**src/rtl/pc_sequencer.sv**
```systemverilog
// pc_sequencer: 8-bit PC and fetch/execute sequencer for the 9-bit CPU; define PC_WRAP_TRAP_EN to halt with fault on PC carry/borrow
module pc_sequencer #(
  parameter logic [7:0] RESET_PC = 8'h00,
  parameter int CNT_W = 16
) (
  input  logic             clk,
  input  logic             reset,
  input  logic             start,
  output logic             imem_req,
  output logic [7:0]       imem_addr,
  input  logic             imem_ack,
  input  logic [8:0]       imem_data,
  output logic [8:0]       instr,
  output logic             instr_valid,
  input  logic             exec_done,
  input  logic             jmpf,
  input  logic             jmpb,
  input  logic [3:0]       offset,
  input  logic             halt_req,
  output logic [7:0]       pc,
  output logic             halted,
`ifdef PC_WRAP_TRAP_EN
  output logic             fault,
`endif
  output logic [CNT_W-1:0] retired
);
  typedef enum logic [2:0] {IDLE, FETCH, WAIT, EXEC, HALT} state_t;
`ifdef PC_WRAP_TRAP_EN
  localparam bit TRAP = 1'b1;
`else
  localparam bit TRAP = 1'b0;
`endif
  state_t state;
  logic [8:0] nxt;
  assign imem_addr = pc;
  // Candidate next PC with bit 8 as carry (increment/jmpf) or borrow (jmpb)
  always_comb nxt = jmpf ? {1'b0, pc} + {4'b0000, offset, 1'b0} :
                    jmpb ? {1'b0, pc} - {4'b0000, offset, 1'b0} :
                           {1'b0, pc} + 9'd1;
  // Sequencer FSM with registered request, instruction, pulse and status outputs
  always_ff @(posedge clk or posedge reset)
    if (reset) begin
      state       <= IDLE;
      pc          <= RESET_PC;
      imem_req    <= 1'b0;
      instr       <= '0;
      instr_valid <= 1'b0;
      halted      <= 1'b0;
      retired     <= '0;
`ifdef PC_WRAP_TRAP_EN
      fault       <= 1'b0;
`endif
    end else begin
      imem_req    <= 1'b0;
      instr_valid <= 1'b0;
      case (state)
        IDLE: if (start) begin
          state    <= FETCH;
          imem_req <= 1'b1;
        end
        FETCH: state <= WAIT;
        WAIT: if (imem_ack) begin
          instr       <= imem_data;
          instr_valid <= 1'b1;
          state       <= EXEC;
        end
        EXEC: if (exec_done) begin
          if (~&retired) retired <= retired + {{(CNT_W-1){1'b0}}, 1'b1};
          if (halt_req || (TRAP && nxt[8])) begin
            state  <= HALT;
            halted <= 1'b1;
`ifdef PC_WRAP_TRAP_EN
            if (!halt_req) fault <= 1'b1;
`endif
          end else begin
            pc       <= nxt[7:0];
            state    <= FETCH;
            imem_req <= 1'b1;
          end
        end
        default: ;
      endcase
    end
endmodule

```
**config.mk**
```make
export PLATFORM = sky130hd
export DESIGN_NAME = pc_sequencer
export DESIGN_NICKNAME = d
export VERILOG_FILES = /design/src/rtl/pc_sequencer.sv
export SDC_FILE = /design/constraint.sdc
export NUM_CORES = 1
export LEC_CHECK = 0
export ABC_CLOCK_PERIOD_IN_PS = 5100
export CORE_ASPECT_RATIO = 1.2
export CORE_MARGIN = 1
export CORE_UTILIZATION = 51
export CTS_CLUSTER_DIAMETER = 120
export DETAILED_ROUTE_END_ITERATION = 12
export PLACE_DENSITY = 0.85
export SLEW_MARGIN = 0
export SYNTH_ARGS = -nofsm -noshare
export SYNTH_HDL_FRONTEND = slang
export SYNTH_SLANG_ARGS = --single-unit
```
**constraint.sdc**
```tcl
create_clock -name clk -period 5.1 [get_ports clk]
set_clock_uncertainty 0.1 [all_clocks]
set_input_delay 1.02 -clock clk [delete_from_list [all_inputs] [get_ports clk]]
set_output_delay 1.02 -clock clk [all_outputs]
set_load 0.02 [all_outputs]
```
Word level (Yosys, flattened, before mapping). Index checks and enable logic that the tools add are counted. Widths: inputs -> output; s select.

Word-level logic and storage cells: 40. Register bits: 39. Output and inout port bits: 44. Input bits: 21.

Equality and inequality tests: 6. Multiplexer cells: 13. Reductions and logical operators: 8. Bitwise gates (word level): 2. Add/subtract/negate cells: 4.

Operators by type and width (count): $add 16x1->16 const B (1); $mux 8 (2); $reduce_and 16->1 (1); $mux 3 (4); $pmux 3 s4 (1); $reduce_and 3->1 (3); $add 8x1->8 const B (1); $add 8x5->8 (1); $sub 8x5->8 (1); $eq 3x2->1 const B (2); $ne 2x2->1 const B (3); $mux 1 (5); $reduce_and 4->1 (1); $reduce_bool 4->1 (1); $eq 3x1->1 const B (1); $logic_not 3->1 (1); $not 1->1 (2); $pmux 1 s2 (1); $reduce_and 2->1 (1).

Depth between registers and ports, before layout.
Word-level depth: 3. Mapped depth: 8. Depth with buffers taken out: 8.

Worst setup path after synthesis. No wires, ideal clock.

Kind: input to register. Start: input offset[0]. End: register pc[5] (netlist: imem_addr[5]). Data arrival time: 2.280 ns. Slack: 2.585 ns. Required time: 4.865 ns. Library setup time: 0.135 ns. Path buffers: 0. Stages: 7. Cells stage by stage: ha_1 -> fa_1 -> nor2b_1 -> o21ai_1 -> a311oi_1 -> a211oi_1 -> xor2_1.

Longest elaborated chain between the ends: 3. Elaborated cells on any way between the ends: 4. Those cells by class: add/sub (2); mux (2).

Ends and longest elaborated chain: from (decl) (line 18) `input logic [3:0] offset,`; $sub 8x5->8 (line 38) `jmpb ? {1'b0, pc} - {4'b0000, offset, 1'b0} :`; $mux 8 (line 38); $mux 8 (*) (line 37) `always_comb nxt = jmpf ? {1'b0, pc} + {4'b0000, offset, 1'b0} :`; to (signal assigned) (line 76) `pc <= nxt[7:0];`; to (decl) (line 20) `output logic [7:0] pc,`.

Mark *: on every way between the ends. The rest lies on a longest branch, timed or not. A chain may end at the register's enable or synchronous reset.

Worst setup path after layout.
Start: input offset[1]. End: register pc[6] (netlist: imem_addr[6]).

Same word-level chain as after synthesis.

==> qor.csv <==
metric;value;unit
worstPathMaxFanout;4;
p_sw_frac;0.2184;
syn_inst;218;
nets;310;
syn_to_final_growth;33.37;%
clock-sinks;39;
yosysSeqAreaShare;0.4382;
synth_simple_gate_area_frac;0.1725;
p_clk_frac;0.418;
hpwl;3515;µm
antenna_found_initial;0;
postCtsHoldBufs;0;
postCtsResizedCells;0;
rrSetupSlack;2.98;ns
routabilityCongestion;0.8609;
worstSetupEndpointType;flip-flop;
comb_power_share;0.075;
vias_per_cell;5.500;
status;finished clean;
grt_max_degree;40;
grt_util_met1;0.2466;
grt_pass1_wl;7838;µm
critPathLaunchType;input port;
grtUsageTotal;0.2177;
wire_per_inst;14.47;µm
clk_path_buf_depth;2;
ys_ff_latch;39;
intPower;477.5;µW
use_met2;0.3993;
async_flop_share;1.000;
grt_pass1_vias;1718;
pwr-share-seq;0.508;
pin_count;65;
fin_crit;2.926;ns
ys.flop_type;dfrtp_1;
grt_util_met3;0.05061;
ctsRootBufferMaster;clkbuf_8;
min-delay-path-class;reg -> reg;
start_util;0.5477;
synth-xor-area-share;0.09045;
yosys-top-cells-count;dfrtp_1 (39), nand2_1 (17), nor2_1 (17);
synth_top_family_by_area;simple AND/OR/NAND/NOR gates;
gr-max-usage-layer;met2;
synth.most_common_cell;dfrtp_1;
die-area;0.004636;mm²
cts_setup_buffers;0;
synthesis.area;0.002227;mm²
overflow;0;
yosysTopAreaCell;dfrtp_1;
required;5.17;ns
fp.dieH;74.39;µm
p_leak;1.342;nW
synthTopCellsByArea;dfrtp_1 (44%), ha_1 (5.6%), xnor2_1 (5.1%), mux2_2 (5.1%), xor2_1 (3.9%);
cts_tree;yes;
diodes;0;
avgSynthCellArea;10.22;µm²
power;610.9;µW
clock.fmax;341.7;MHz
synth_top_area_frac;0.4382;
fp-row-count;25;
yosys.area_share.adder;0.07416;
drt_iter0_drc;52;
slew_violations;0;
ys_warn_count;0;
clock_latency;0.29;ns
via_count;1826;
p_per_area;205.7;mW/mm²
synth_edf_count;0;
synth_cell_type_count;46;
ir_drop;0.1820;mV
drive_gt1_frac;0.09712;
numPortBuffers;64;
crit_type;in -> reg;
slew_headroom;0.5222;
numCtsBuffers;5;
ant_nets;0;
core;0.004066;mm²
fin_crit_sh;0.5738;
cp.arrival;3.00;ns
synthMuxAreaShare;0.05056;
p_switching;133.4;µW
drc;0;
cap_violations;0;
finalHoldViolations;0;
clkTransAtPathRegs;0.08;ns
setup_viol;0;
totalWireLength;4805;µm
worstMarginPinSlew;0.7129;ns
drt_pass1_iterations;4;
die_width;62.33;µm
syn-num-nets;251;
cts.htree.levels;2;
synth-compound-area-share;0.1140;
tns;0;ns
rsz0062_at_grt;no;
==> metrics by stage <==
step	instances	util	cell area (µm²)	hold WS (ns)	setup slack, ns
after floorplan	218	-	2227	0.4155	2.585
after global placement	324	0.7028	2858	0.3525	2.035
after detailed placement	324	0.7028	2858	0.3691	1.906
after CTS	332	0.7305	2970	0.3908	2.207
after global routing	332	0.7305	2970	0.4209	2.080
final	332	0.7305	2970	0.3918	2.174
==> power groups by stage <==
stage               combinational (mW)  sequential [mW]  clock, mW
floorplan                       0.0224            0.316          0
global placement                0.0439            0.316          0
detailed placement              0.0451            0.316          0
CTS                             0.0458            0.310      0.262
global route                    0.0501            0.310      0.274
finish                          0.0456            0.310      0.255
==> worst paths after layout <==
check / start / endpoint / cells after the start
worst max-delay path: offset[1] / imem_addr[6] / 8
worst min-delay path: halted / halted / 1
worst max register to register: imem_addr[1] / imem_addr[5] / 8
worst min register to register: halted / halted / 1
max in group asynchronous: reset / retired[9] / 3
min in group asynchronous: reset / instr[1] / 3
==> routing by layer <==
layer,vias up,part of all wire
li1,874,-
met1,863,0.40
met4,0,0.017
met3,12,0.048
met5,-,0
met2,77,0.54
==> state kept, by name (all words and copies together), names as in the netlist <==
name	cells
instr	9
imem_req	1
halted	1
instr_valid	1
imem_addr	8
retired	16
state	3
==> worst max-delay path: stages <==
cell and delay [ns]:
clkdlybuf4s50_1 0.59, inv_1 0.09, ha_1 0.34, nand2b_1 0.09
a21oi_1 0.09, a2111oi_0 0.45, o31ai_1 0.18, xnor2_1 0.15
==> cell type report <==
type / instances / area, µm²
clock buffer: 5 / 68.82
fill: 303 / 1096
tap: 54 / 67.56
inverter: 13 / 48.80
multi-input combinational: 153 / 1117
sequential: 39 / 975.9
timing repair buffer: 65 / 648.1
clock inverter: 3 / 43.79
==> logic make-up after synthesis <==
family,count (synthesis)
adder cells (fa/ha/maj),12
XOR/XNOR,23
buffers and inverters,26
flip-flops,39
AO/OA/AOI/OAI,36
multiplexers,10
AND/OR/NAND/NOR,72
==> cells in the final DEF (no fill, tap or decap), drive strengths merged, types with 4 or more instances in the layout <==
| cell type | n |
|---|---|
| a31oi | 4 |
| clkbuf | 5 |
| ha | 10 |
| nor2 | 18 |
| xor2 | 10 |
| nand3 | 8 |
| inv | 13 |
| nand2 | 18 |
| xnor2 | 13 |
| nor3 | 7 |
| nand4 | 6 |
| nand2b | 5 |
| mux2 | 10 |
| dfrtp | 39 |
| a21oi | 11 |
| clkdlybuf4s50 | 64 |
| a211oi | 5 |
Note: power is estimated with default switching activity, not from simulation.
